<file path="src/rtl/gray_sync_decoder_if.sv">
// Bundles the Gray-count input, control strobes and decoded status of gray_sync_decoder.
// master drives count/controls and observes status; slave is the decoder itself.
interface gray_sync_decoder_if #(
    parameter int W         = 4,
    parameter int ERR_CNT_W = 8
);
    logic                 en;
    logic [W-1:0]         g_in;
    logic                 err_clr;
    logic [W-1:0]         g_sync;
    logic [W-1:0]         b_out;
    logic                 chg;
    logic                 dir;
    logic                 err;
    logic [ERR_CNT_W-1:0] err_cnt;

    modport master (
        output en, g_in, err_clr,
        input  g_sync, b_out, chg, dir, err, err_cnt
    );

    modport slave (
        input  en, g_in, err_clr,
        output g_sync, b_out, chg, dir, err, err_cnt
    );
endinterface

</file>
<file path="src/rtl/gray_sync_decoder.sv">
// Synchronises a foreign-domain Gray count, decodes it to binary and classifies each change.
// Latency: g_in stable before edge k shows on b_out/chg/err/dir after edge k+SYNC_STAGES.
// No backpressure: samples every cycle; en only gates tracking, never the synchroniser.
module gray_sync_decoder #(
    parameter int W           = 4,
    parameter int SYNC_STAGES = 2,
    parameter int ERR_CNT_W   = 8
) (
    input  logic               clk,
    input  logic               rst_n,
    gray_sync_decoder_if.slave bus
);
    localparam logic [0:0]           PRIME   = 1'b0;
    localparam logic [0:0]           TRACK   = 1'b1;
    localparam logic [W-1:0]         ONE_W   = W'(1);
    localparam logic [ERR_CNT_W-1:0] CNT_ONE = ERR_CNT_W'(1);
    localparam logic [ERR_CNT_W-1:0] CNT_MAX = '1;

    logic [W-1:0]         sync_q [SYNC_STAGES];
    logic [W-1:0]         g_sync;
    logic [W-1:0]         b_dec;
    logic [W-1:0]         g_prev;
    logic [W-1:0]         diff;
    logic                 single_step;
    logic                 multi_step;
    logic                 step_up;
    logic                 err_evt;
    logic [0:0]           state;
    logic [W-1:0]         b_out_q;
    logic                 chg_q;
    logic                 dir_q;
    logic                 err_q;
    logic [ERR_CNT_W-1:0] err_cnt_q;

    always_ff @(posedge clk or negedge rst_n) begin
        if (!rst_n) begin
            for (int i = 0; i < SYNC_STAGES; i++) sync_q[i] <= '0;
        end else begin
            sync_q[0] <= bus.g_in;
            for (int i = 1; i < SYNC_STAGES; i++) sync_q[i] <= sync_q[i-1];
        end
    end

    assign g_sync = sync_q[SYNC_STAGES-1];

    // Binary bit i is the XOR of all Gray bits at or above i.
    always_comb begin
        b_dec = '0;
        for (int i = 0; i < W; i++) b_dec[i] = ^(g_sync >> i);
    end

    // Clearing the lowest set bit leaves something only if two or more bits flipped.
    assign diff        = g_sync ^ g_prev;
    assign multi_step  = |(diff & (diff - ONE_W));
    assign single_step = (diff != '0) && !multi_step;
    assign step_up     = (b_dec == (b_out_q + ONE_W));
    assign err_evt     = (state == TRACK) && bus.en && multi_step;

    always_ff @(posedge clk or negedge rst_n) begin
        if (!rst_n) begin
            state   <= PRIME;
            g_prev  <= '0;
            b_out_q <= '0;
            dir_q   <= 1'b0;
            chg_q   <= 1'b0;
            err_q   <= 1'b0;
        end else begin
            chg_q <= 1'b0;
            err_q <= 1'b0;
            case (state)
                PRIME: begin
                    if (bus.en) begin
                        b_out_q <= b_dec;
                        g_prev  <= g_sync;
                        state   <= TRACK;
                    end
                end
                TRACK: begin
                    if (!bus.en) begin
                        state <= PRIME;
                    end else if (single_step) begin
                        chg_q   <= 1'b1;
                        dir_q   <= step_up;
                        b_out_q <= b_dec;
                        g_prev  <= g_sync;
                    end else if (multi_step) begin
                        // Illegal jump: flag it but resynchronise to the new value.
                        err_q   <= 1'b1;
                        b_out_q <= b_dec;
                        g_prev  <= g_sync;
                    end
                end
                default: state <= PRIME;
            endcase
        end
    end

    always_ff @(posedge clk or negedge rst_n) begin
        if (!rst_n) begin
            err_cnt_q <= '0;
        end else if (bus.err_clr) begin
            err_cnt_q <= err_evt ? CNT_ONE : '0;
        end else if (err_evt && (err_cnt_q != CNT_MAX)) begin
            err_cnt_q <= err_cnt_q + CNT_ONE;
        end
    end

    assign bus.g_sync  = g_sync;
    assign bus.b_out   = b_out_q;
    assign bus.chg     = chg_q;
    assign bus.dir     = dir_q;
    assign bus.err     = err_q;
    assign bus.err_cnt = err_cnt_q;
endmodule

</file>
<file path="src/flat_wrapper.sv">
// flat-port wrapper written by rule: the top's interface ports become plain ports
module gray_sync_decoder_flat 
#(
    parameter int W           = 4,
    parameter int SYNC_STAGES = 2,
    parameter int ERR_CNT_W   = 8
)
  (clk, rst_n, bus_en, bus_g_in, bus_err_clr, bus_g_sync, bus_b_out, bus_chg, bus_dir, bus_err, bus_err_cnt);
  gray_sync_decoder_if #(.W(W), .ERR_CNT_W(ERR_CNT_W)) bus_i ();
  input  logic clk;
  input  logic rst_n;
  input wire logic [$bits(bus_i.en)-1:0] bus_en;
  input wire logic [$bits(bus_i.g_in)-1:0] bus_g_in;
  input wire logic [$bits(bus_i.err_clr)-1:0] bus_err_clr;
  output wire logic [$bits(bus_i.g_sync)-1:0] bus_g_sync;
  output wire logic [$bits(bus_i.b_out)-1:0] bus_b_out;
  output wire logic [$bits(bus_i.chg)-1:0] bus_chg;
  output wire logic [$bits(bus_i.dir)-1:0] bus_dir;
  output wire logic [$bits(bus_i.err)-1:0] bus_err;
  output wire logic [$bits(bus_i.err_cnt)-1:0] bus_err_cnt;
  assign bus_i.en = bus_en;
  assign bus_i.g_in = bus_g_in;
  assign bus_i.err_clr = bus_err_clr;
  assign bus_g_sync = bus_i.g_sync;
  assign bus_b_out = bus_i.b_out;
  assign bus_chg = bus_i.chg;
  assign bus_dir = bus_i.dir;
  assign bus_err = bus_i.err;
  assign bus_err_cnt = bus_i.err_cnt;
  gray_sync_decoder #(.W(W), .SYNC_STAGES(SYNC_STAGES), .ERR_CNT_W(ERR_CNT_W)) u_core (.clk(clk), .rst_n(rst_n), .bus(bus_i));
endmodule
</file>
<file path="config.mk">
export PLATFORM = sky130hd
export DESIGN_NAME = gray_sync_decoder_flat
export DESIGN_NICKNAME = d
export VERILOG_FILES = /design/src/rtl/gray_sync_decoder_if.sv /design/src/rtl/gray_sync_decoder.sv /design/src/flat_wrapper.sv
export SDC_FILE = /design/constraint.sdc
export NUM_CORES = 1
export LEC_CHECK = 0
export BUFFER_PORTS_ARGS = -buffer_cell sky130_fd_sc_hd__clkbuf_2
export CORE_ASPECT_RATIO = 0.9
export CORE_MARGIN = 2
export CORE_UTILIZATION = 45
export DETAILED_ROUTE_END_ITERATION = 6
export PLACE_DENSITY = 0.67
export SLEW_MARGIN = 5
export SYNTH_ARGS = -nofsm -noshare
export SYNTH_HDL_FRONTEND = slang
export SYNTH_SLANG_ARGS = --single-unit
export TNS_END_PERCENT = 1
</file>
<file path="constraint.sdc">
create_clock -name clk -period 4.5 [get_ports clk]
set_clock_uncertainty 0.2 [all_clocks]
set_input_delay 1.35 -clock clk [delete_from_list [all_inputs] [get_ports clk]]
set_output_delay 1.35 -clock clk [all_outputs]
set_load 0.05 [all_outputs]
</file>
# Word level (Yosys, flattened, before mapping)
# Index checks and enable logic that the tools add are counted.
dict set report totals {
  word_cells 55
  output_inout_bits 19
  register_bits 28
}
dict set report classes {
  bitwise_logic 3
  muxes 21
  reduce_logical 14
  add_sub_neg 3
  eq_ne 5
}
# operator count
set ops {}
lappend ops {{4-bit 2-to-1 mux} 8}
lappend ops {{8-bit 2-to-1 mux} 2}
lappend ops {{4-bit case mux with 2 select lines} 2}
lappend ops {{4-bit XOR reduction} 4}
lappend ops {{1-bit 2-to-1 mux} 9}
lappend ops {{8-bit by 1-bit adder with 8-bit output, second input constant} 1}
lappend ops {{8-bit != test, second input constant} 1}
lappend ops {{3-bit AND reduction} 2}
lappend ops {{4-bit by 1-bit adder with 4-bit output, second input constant} 1}
lappend ops {{4-bit bitwise AND} 1}
lappend ops {{4-bit == test} 1}
lappend ops {{1-bit logical AND} 4}
lappend ops {{2-bit != test, second input constant} 2}
lappend ops {{4-bit nonzero test} 1}
lappend ops {{4-bit OR reduction} 1}
lappend ops {{4-bit by 1-bit subtractor with 4-bit output, second input constant} 1}
lappend ops {{4-bit XOR} 1}
lappend ops {{3-bit by 1-bit != test with 1-bit output, second input constant} 1}
lappend ops {{2-bit nonzero test} 1}
lappend ops {{1-bit zero test} 1}
lappend ops {{1-bit NOT} 1}

# Depth between registers and ports, before layout
# Gate-level depths: netlist of the first run.
dict set report depth {
  word_depth 9
  ltp_mapped 6
  mapped_depth_nobuf 6
}

# Worst setup path before layout of the first run
# OpenSTA, ideal clock, no wires.
dict set report synth_path {
  path_kind {input port to flip-flop}
  from {in bus_en}
  to {reg u_core.err_cnt_q[7], in the netlist u_core.bus.err_cnt[7]}
  required_ns 4.222
  setup_time_ns 0.078
  path_stages 5
  t_arrival_ns 2.440
  path_slack_ns 1.782
  path_cell_list {buf_4 -> o311a_2 -> o211ai_4 -> or4_1 -> a21oi_1}
}
dict set report synth_via {
  elab_chain_len 4
}
# item line
set synth_rtl {}
lappend synth_rtl {{from (decl)} flat_wrapper.sv:12} ;# input wire logic [$bits(bus_i.en)-1:0] bus_en;
lappend synth_rtl {{1-bit logical AND (2 in series)} gray_sync_decoder.sv:57} ;# assign err_evt = (state == TRACK) && bus.en && multi_step;
lappend synth_rtl {{1-bit logical AND} gray_sync_decoder.sv:103} ;# end else if (err_evt && (err_cnt_q != CNT_MAX)) begin
lappend synth_rtl {{2-bit nonzero test (no line)} n/a}
lappend synth_rtl {{to (signal assigned)} gray_sync_decoder.sv:102} ;# err_cnt_q <= err_evt ? CNT_ONE : '0;
lappend synth_rtl {{to (signal assigned)} gray_sync_decoder.sv:104} ;# err_cnt_q <= err_cnt_q + CNT_ONE;
lappend synth_rtl {{to (decl)} gray_sync_decoder.sv:33} ;# logic [ERR_CNT_W-1:0] err_cnt_q;
# No other way between the ends.
# A chain may end at the register's enable or synchronous reset.

# Worst setup path in the final report of the first run
dict set report layout_path {
  from {reg u_core.sync_q, in the netlist u_core.bus.g_sync[0]}
  to {out bus_g_sync[0]}
}
# item line
set layout_lines {}
lappend layout_lines {{from (decl)} gray_sync_decoder.sv:19} ;# logic [W-1:0] sync_q [SYNC_STAGES];
lappend layout_lines {{to (decl)} flat_wrapper.sv:15} ;# output wire logic [$bits(bus_i.g_sync)-1:0] bus_g_sync;
# No word-level cell between the ends.

==> results.py, run 1 <==
metrics = {
    "outcome": {
        "status": "finished, final reports clean",
    },
    "placed_design": {
        "place.port_buffers": 26,
        "place_ws_ns": 1.65,
        "place_area_sq_um": 1500,
        "dp.cells": 181,
        "dp_hpwl_mm": 1.82,
        "gp_congestion": 0.775,
    },
    "power_and_ir_drop": {
        "p_leak_nw": 0.657,
        "vdd_drop_max_v": 0.000175,
        "cellPowerDensity_nw_per_um2": 363,
        "power.total_mw": 0.554,
    },
    "finish": {
        "nFillCells": 286,
        "postLayoutCoreUtil_pct": 50.9,
        "area_growth_pct": 10.7,
        "final-seq-area_sq_um": 676,
        "final_common_cell": "dfrtp_1",
        "finalNonFillerCells": 185,
        "layout_common_cells": "dfrtp_1, clkbuf_2, a21oi_1",
        "drive_gt1_share_pct": 32.2,
        "multi_input_area_sq_um": 632,
        "nNetsFinal": 154,
        "antenna_cells": 0,
        "design_area_sq_um": 1530,
    },
    "sta": {
        "rsz0062_at_grt": "no",
        "hold_ws_ns": 0.166,
        "slew_headroom_pct": 44.0,
        "fmax_ghz": 0.352,
        "fin_crit_ns": 2.84,
        "worst_pin_slew_ns": 0.829,
        "slew_viol_final": 0,
        "setup-violations-final": 0,
        "setup_slack_ns": 1.66,
        "fin_setup_tns_ns": 0,
        "hold_viol": 0,
        "fin_crit_sh_pct": 63.1,
    },
    "clock_tree": {
        "clk_path_buf_depth": 2,
        "cts_tree": "done",
        "clock-sinks": 27,
        "cts_hold_buf": 0,
        "cts_inserted_buffers": 3,
        "clk_pin_slew_ns": 0.15,
        "cts_resized": 0,
        "clock_latency_ns": 0.33,
        "cts-root-buf": "clkbuf_4",
        "post_cts_buffers": 0,
        "htreeDepth": 1,
    },
    "die": {
        "num_rows": 19,
        "die_area_sq_um": 3520,
        "die_y_microns": 56.5,
        "core-area_sq_um": 3000,
        "start_util_pct": 46.0,
        "die_w_microns": 62.3,
        "pin_count": 27,
    },
    "detailed_routing": {
        "wl_met3_microns": 90,
        "wl_met2_mm": 1.12,
        "drt-met1-wl_mm": 1.17,
        "wirelength_mm": 2.40,
        "drtPass1Iterations": 4,
        "wl_per_cell_microns": 13.0,
        "drc": 0,
        "drt_iter0_drc": 65,
        "num_vias": 943,
        "dr.max_layer_used": "met4",
        "via_per_inst": 5.10,
        "postRouteAntennaNets": 0,
    },
    "setup_path": {
        "cp-end-kind": "output pin",
        "cp_max_fo": 8,
        "cpLargestDelayFamily": "flip-flops",
        "crit_type": "reg2out",
        "slowest_delay_ns": 0.61,
        "cp.arrival_ns": 1.29,
        "worstPathCellList": "clkbuf_2",
        "crit_buf_inv": 1,
        "cp-start-kind": "register",
        "crit_required_ns": 2.95,
        "slowest_stage": "dfrtp_1",
    },
    "yosys": {
        "synthCells": 121,
        "netlist_area_sq_um": 1380,
        "ys_ff_latch": 27,
        "syn_avg_cell_area_sq_um": 11.4,
        "ys.warnings.count": 0,
        "synth_flop_cell": "dfrtp_1",
        "synth-edff-count": 0,
        "ys_seq_area_share_pct": 49.0,
        "async_reset_ff_share_pct": 100,
        "syn_nets": 131,
        "synth_cell_types": 35,
    },
    "grt": {
        "grt_use_total_pct": 15.4,
        "grt_pass1_vias": 972,
        "grt_overflow": 0,
        "grt_max_degree": 28,
        "grt_pass1_wl_mm": 4.34,
        "grt_antenna_before_repair": 0,
    },
    "min_path": {
        "hold_path.class": "reg2reg",
    },
    "run": {
        "maxCapViolCount": 0,
    },
}
==> synthesized netlist by cell type (2+ instances only) <==
master	number	area share, %
a21oi_1	10	3.6
a221oi_1	2	1.3
and2_1	2	0.91
buf_4	6	3.3
dfrtp_1	27	49
ha_1	2	1.8
mux2_2	5	4.1
nand2_1	9	2.5
nand3_1	3	1.1
nand3b_1	2	1.1
nor2_1	7	1.9
nor3_1	2	0.73
o211ai_1	2	1.1
o21ai_0	8	2.9
o31ai_1	4	2.2
or4_1	4	2.2
xnor2_1	4	2.5
xor2_1	3	1.9
xor2_2	3	3.5
==> flip-flops by register name (all words and copies together), names as in the netlist <==
| signal | cells |
|---|---|
| u_core.bus.err_cnt | 8 |
| u_core.bus.b_out | 4 |
| u_core.bus.g_sync | 4 |
| u_core.sync_q | 4 |
| u_core.g_prev | 3 |
| u_core.bus.chg | 1 |
| u_core.bus.dir | 1 |
| u_core.bus.err | 1 |
| u_core.state | 1 |
==> final cells by class <==
cell class | count | area share (%)
clock buffers | 3 | 1.48
clock inverters | 1 | 0.328
inverters | 2 | 0.492
multi-input cells | 84 | 41.4
flip-flops and latches | 27 | 44.3
well taps | 42 | 3.45
repair buffers | 26 | 8.53
==> worst reg2reg max path, cell delays in order, from the launching register on <==
cell,delay (ns)
dfrtp_1,0.61
xnor2_1,0.17
or4_1,0.54
a21oi_1,0.22
mux2_2,0.36
==> where the power goes <==
part           leakage [nW]  switching (mW)  internal [mW]
logic                 0.300           0.112         0.0517
registers             0.339          0.0216          0.262
clock network        0.0177          0.0725         0.0334
total                 0.657           0.206          0.347
==> cells by family after synthesis <==
family                     share of synthesized area, %
muxes                                              4.09
xor gates and xnor gates                           9.99
AOI/OAI and AO/OA                                  15.9
and+or+nand+nor                                    13.1
buffers and inverters                              5.09
adders and majority gates                          2.82
DFF                                                49.0
==> routing by layer <==
metal / vias to the layer above / global-route usage (%)
li1: 475 / -
met1: 447 / 21.6
met2: 17 / 24.1
met3: 4 / 3.41
met4: 0 / 4.76
met5: - / 0
==> worst paths after layout <==
path / startpoint / endpoint / slack (ns) / cells past startpoint
max: u_core.bus.g_sync[0] / bus_g_sync[0] / 1.66 / 1
min: u_core.sync_q[7] / u_core.bus.g_sync[3] / 0.17 / 0
max reg2reg: u_core.bus.g_sync[0] / u_core.bus.dir / 2.31 / 4
min reg2reg: u_core.sync_q[7] / u_core.bus.g_sync[3] / 0.17 / 0
max in group asynchronous: rst_n / u_core.state / 2.85 / 1
min in group asynchronous: rst_n / u_core.bus.b_out[2] / 0.83 / 1
Power figures use the tool's default switching activity.
==> run 2, diff against run 1 <==
--- a/config.mk
+++ b/config.mk
@@ -10,7 +10,7 @@
 export CORE_MARGIN = 2
 export CORE_UTILIZATION = 45
 export DETAILED_ROUTE_END_ITERATION = 6
-export PLACE_DENSITY = 0.67
+export PLACE_DENSITY = 0.7
 export SLEW_MARGIN = 5
 export SYNTH_ARGS = -nofsm -noshare
 export SYNTH_HDL_FRONTEND = slang
==> constraint.sdc (replaced) <==
create_clock -name clk -period 2.5 [get_ports clk]
set_clock_uncertainty 0.2 [all_clocks]
set_input_delay 0.75 -clock clk [delete_from_list [all_inputs] [get_ports clk]]
set_output_delay 0.75 -clock clk [all_outputs]
set_load 0.05 [all_outputs]
==> run 2 against run 1 <==
Compared with the run above: first-iteration DRC count fell by 57%; core utilization rose by 0.71 points; worst hold slack got worse by 0.0016 ns; critical path depth rose by 4; clock-buffer cell count rose by 1; design area rose by 1.4%; total power rose by 79%; global-route usage fell by 0.068 points; critical endpoint is now u_core.bus.err_cnt[5].
==> results.py, run 2 (same netlist as run 1, synthesis figures left out) <==
metrics = {
    "outcome": {
        "status": "finished, final reports clean",
    },
    "setup_path": {
        "cp-start-kind": "register",
        "slowest_stage": "dfrtp_1",
        "slowest_delay_ns": 0.54,
        "crit_required_ns": 2.55,
        "endpoint": "u_core.bus.err_cnt[5]",
        "worstPathCellList": "xor2_2 > maj3_4 > o21ai_4 > or4_1 > a21oi_1",
        "r2r_slack_ns": 0.34,
        "cp_max_fo": 8,
        "r2r-end": "u_core.bus.err_cnt[5]",
        "crit_start": "u_core.bus.g_sync[1]",
        "r2r-start": "u_core.bus.g_sync[1]",
        "cp.arrival_ns": 2.21,
        "crit_type": "reg2reg",
        "cp-end-kind": "register",
        "ff2ff_path_depth": 5,
    },
    "detailed_routing": {
        "drt_iter0_drc": 28,
        "drc": 0,
        "postRouteAntennaNets": 0,
        "via_per_inst": 5.34,
        "drtPass1Iterations": 4,
        "num_vias": 1004,
        "wl_per_cell_microns": 12.7,
        "wirelength_mm": 2.39,
    },
    "finish": {
        "area_growth_pct": 12.3,
        "antenna_cells": 0,
        "drive_gt1_share_pct": 32.9,
        "final_common_cell": "dfrtp_1",
        "largest_register_ff_count": 8,
        "nNetsFinal": 157,
        "finalNonFillerCells": 188,
        "layout_common_cells": "dfrtp_1, clkbuf_2, a21oi_1",
    },
    "grt": {
        "grt_antenna_before_repair": 0,
        "grt_use_total_pct": 15.3,
        "grt_overflow": 0,
        "grt_max_degree": 28,
        "grt_pass1_vias": 941,
        "grt_pass1_wl_mm": 4.24,
    },
    "sta": {
        "rsz0062_at_grt": "no",
        "slew_headroom_pct": 56.2,
        "hold_viol": 0,
        "fin_crit_sh_pct": 86.4,
        "fin_crit_ns": 2.16,
        "slew_viol_final": 0,
        "worst_pin_slew_ns": 0.657,
        "fin_setup_tns_ns": 0,
        "fmax_ghz": 0.463,
        "setup-violations-final": 0,
    },
    "die": {
        "num_rows": 19,
        "die_w_microns": 62.3,
        "die_area_sq_um": 3520,
        "die_y_microns": 56.5,
        "core-area_sq_um": 3000,
        "pin_count": 27,
        "start_util_pct": 46.0,
    },
    "clock_tree": {
        "cts_tree": "done",
        "cts-root-buf": "clkbuf_4",
        "cts_hold_buf": 0,
        "clock_latency_ns": 0.32,
        "htreeDepth": 1,
        "cts_resized": 0,
        "clk_pin_slew_ns": 0.14,
        "clock-sinks": 27,
        "cts_inserted_buffers": 3,
        "clk_path_buf_depth": 2,
        "post_cts_buffers": 0,
    },
    "placed_design": {
        "dp.cells": 184,
        "place.port_buffers": 26,
        "dp_hpwl_mm": 1.83,
        "gp_congestion": 0.846,
    },
    "power_and_ir_drop": {
        "cellPowerDensity_nw_per_um2": 642,
        "p_leak_nw": 0.669,
        "vdd_drop_max_v": 0.000356,
    },
    "min_path": {
        "hold_path.class": "reg2reg",
    },
    "run": {
        "maxCapViolCount": 0,
    },
}
## run 2: cell count changes in the layout (fill, tap and decap cells not counted)
cell	change
buf_4	+3
clkbuf_1	+1
clkinv_2	-1
## run 2: stage by stage
step                      utilization (%)  hold WS (ns)  setup slack, ns  power, mW  area (sq um)
after floorplan                         -         0.131            0.374      0.755          1380
after global placement               50.8         0.132            0.279      0.809          1520
after detailed placement             50.8         0.136            0.203      0.821          1520
after CTS                            51.6         0.168            0.329       1.01          1550
after global routing                 51.6         0.191            0.237       1.06          1550
final                                51.6         0.165            0.339      0.993          1550
## run 2: final cells by class
cell class	count	area (sq um)
Fill cell	292	1450
Sequential cell	27	676
Multi-Input combinational cell	84	632
Timing Repair Buffer	29	153
Tap cell	42	52.6
Clock buffer	4	26.3
Inverter	2	7.51
## run 2: worst min-delay path by stage
stage	startpoint	slack, ns	cells after the start	to
2_1_floorplan	u_core.sync_q[4]	0.13	0	u_core.bus.g_sync[0]
3_3_place_gp	u_core.sync_q[4]	0.13	0	u_core.bus.g_sync[0]
3_5_place_dp	u_core.sync_q[4]	0.14	0	u_core.bus.g_sync[0]
4_1_cts	u_core.sync_q[4]	0.17	0	u_core.bus.g_sync[0]
5_1_grt	u_core.sync_q[7]	0.19	0	u_core.bus.g_sync[3]
6_report	u_core.sync_q[4]	0.16	0	u_core.bus.g_sync[0]
## run 2: where the power goes
group          total (mW)  internal [mW]  switching, mW
combinational       0.301         0.0972          0.204
clock               0.183         0.0623          0.121
sequential          0.509          0.472         0.0364
total               0.993          0.632          0.361
## run 2: critical path, delay by kind of cell (launching register included)
kind            cells  cell delay (ns)
fa+ha+maj           1             0.30
flops               1             0.54
compound gates      2             0.25
xor+xnor            1             0.31
simple gates        1             0.50
## run 2: metal layers
layer	track usage, %	share of wire, %	up-vias
met3	2.81	4.9	2
met2	25.3	49	23
met1	19.7	45	491
met4	7.30	1.1	0
li1	-	-	488
met5	0	0	-
==> run 3, diff against run 2 <==
--- a/config.mk
+++ b/config.mk
@@ -6,7 +6,7 @@
 export NUM_CORES = 1
 export LEC_CHECK = 0
 export BUFFER_PORTS_ARGS = -buffer_cell sky130_fd_sc_hd__clkbuf_2
-export CORE_ASPECT_RATIO = 0.9
+export CORE_ASPECT_RATIO = 0.7
 export CORE_MARGIN = 2
 export CORE_UTILIZATION = 45
 export DETAILED_ROUTE_END_ITERATION = 6
==> constraint.sdc (replaced) <==
create_clock -name clk -period 2.5 [get_ports clk]
set_clock_uncertainty 0.2 [all_clocks]
set_input_delay 0.125 -clock clk [delete_from_list [all_inputs] [get_ports clk]]
set_output_delay 0.125 -clock clk [all_outputs]
set_load 0.05 [all_outputs]
==> run 3 against run 2 <==
Compared with the run above: first-iteration DRC count rose to 2.8 times the previous value; clock-buffer cell count shrank 1; register-to-register slack worse by 0.03 ns; critical path depth is 1 lower; total power increased by 6.9%; sequential power up 1%; largest power group unchanged.
==> results.py, run 3 (same netlist as run 1, synthesis figures left out) <==
metrics = {
    "outcome": {
        "status": "finished, final reports clean",
    },
    "placed_design": {
        "dp_hpwl_mm": 1.82,
        "gp_congestion": 0.846,
        "place_ws_ns": 0.340,
        "place.port_buffers": 26,
    },
    "setup_path": {
        "crit_type": "reg2reg",
        "cp_max_fo": 8,
        "cp-end-kind": "register",
        "cp-start-kind": "register",
        "cp.arrival_ns": 2.16,
        "r2r_slack_ns": 0.31,
        "crit_required_ns": 2.47,
    },
    "power_and_ir_drop": {
        "p_int_mw": 0.685,
        "p_sw_mw": 0.376,
        "p_leak_nw": 0.699,
        "swShare_pct": 35.5,
        "power_frac_comb_pct": 28.6,
        "cellPowerDensity_nw_per_um2": 658,
        "vdd_drop_max_v": 0.000424,
        "clockPowerShare_pct": 23.0,
        "seq_power_share_pct": 48.4,
    },
    "grt": {
        "grt_pass1_wl_mm": 4.45,
        "grt.met1_usage_pct": 24.3,
        "grt_pass1_vias": 945,
        "grt_antenna_before_repair": 0,
        "use_met2_pct": 23.2,
        "grt_overflow": 0,
        "grt_use_total_pct": 16.1,
        "grt_max_degree": 28,
        "use_met3_pct": 4.82,
        "grt.busiest_layer": "met1",
    },
    "sta": {
        "slew_viol_final": 0,
        "hold_viol": 0,
        "fin_crit_ns": 2.19,
        "setup_slack_ns": 0.310,
        "fin_setup_tns_ns": 0,
        "worst_pin_slew_ns": 0.648,
        "fin_crit_sh_pct": 87.6,
        "rsz0062_at_grt": "no",
        "setup-violations-final": 0,
        "fmax_ghz": 0.457,
        "slew_headroom_pct": 56.8,
    },
    "clock_tree": {
        "clk_pin_slew_ns": 0.09,
        "htreeDepth": 1,
        "clock-sinks": 27,
        "post_cts_buffers": 0,
        "cts_inserted_buffers": 3,
        "cts_tree": "done",
        "cts-root-buf": "clkbuf_8",
        "clk_path_buf_depth": 2,
        "cts_resized": 0,
        "clock_latency_ns": 0.27,
    },
    "die": {
        "die_y_microns": 50.3,
        "num_rows": 16,
        "die_area_sq_um": 3530,
        "die_w_microns": 70.1,
        "pin_count": 27,
        "start_util_pct": 48.1,
        "core-area_sq_um": 2860,
    },
    "run": {
        "maxCapViolCount": 0,
    },
    "detailed_routing": {
        "via_per_inst": 5.51,
        "drt_iter0_drc": 77,
        "wl_per_cell_microns": 13.6,
        "num_vias": 1031,
        "drc": 0,
        "drtPass1Iterations": 4,
        "wirelength_mm": 2.54,
        "postRouteAntennaNets": 0,
    },
    "finish": {
        "drive_gt1_share_pct": 31.1,
        "largest_register_ff_count": 8,
        "area_growth_pct": 17.2,
        "antenna_cells": 0,
        "layout_common_cells": "dfrtp_1, clkbuf_2, a21oi_1",
        "nNetsFinal": 162,
        "final_common_cell": "dfrtp_1",
    },
    "min_path": {
        "hold_path.class": "reg2reg",
    },
}
run 3: changes by cell type in the layout (fill, tap and decap cells not counted):
cell,delta
clkinv_2,+1
dlygate4sd3_1,+7
buf_4,-2
clkbuf_8,+3
clkbuf_1,-1
clkbuf_4,-3
run 3: final timing paths:
check | cells after the start | to | startpoint
worst min register to register | 0 | u_core.bus.g_sync[2] | u_core.sync_q[6]
worst max register to register | 4 | u_core.bus.dir | u_core.bus.g_sync[0]
worst max-delay path | 4 | u_core.bus.dir | u_core.bus.g_sync[0]
min in group asynchronous | 2 | u_core.bus.b_out[1] | rst_n
worst min-delay path | 0 | u_core.bus.g_sync[2] | u_core.sync_q[6]
max in group asynchronous | 2 | u_core.bus.err_cnt[3] | rst_n
run 3: cell type report:
type	count	area [sq um]
timing repair buffer	34	208
clock buffer	3	41.3
multi-input combinational	84	632
sequential	27	676
clock inverter	1	5.00
tap	36	45.0
fill	238	1250
inverter	2	7.51
run 3: critical path, stage by stage (launching register included):
cell,delay [ns]
dfrtp_1,0.58
xnor2_1,0.18
or4_1,0.53
a21oi_1,0.23
mux2_2,0.36
run 3: metal layers:
layer  part of all wire, %  routed length (microns)
met4                  0.79                       20
met5                     0                        0
met3                   5.9                      149
met2                    42                     1070
met1                    51                     1300
run 3: power groups by stage:
stage	sequential, mW	combinational (mW)	clock (mW)
after detailed placement	0.522	0.295	0
after global routing	0.519	0.333	0.276
after global placement	0.520	0.290	0
final	0.514	0.304	0.244
after CTS	0.513	0.305	0.251
after floorplan	0.592	0.163	0
run 3: what timing repair did:
| item | in CTS | in global routing |
|---|---|---|
| endpoints found under the hold margin | 38 | 0 |
| setup endpoints to repair | 0 | 0 |
| hold buffers | 7 | 0 |
run 3: metrics by stage:
step	hold slack [ns]	std cells	area (sq um)	utilization, %	power [mW]
after detailed placement	-0.0102	176	1500	52.3	0.817
after global routing	0.168	187	1610	56.4	1.13
final	0.153	187	1610	56.4	1.06
after global placement	-0.0187	176	1500	52.3	0.810
after CTS	0.156	187	1610	56.4	1.07
after floorplan	-0.371	121	1380	-	0.755
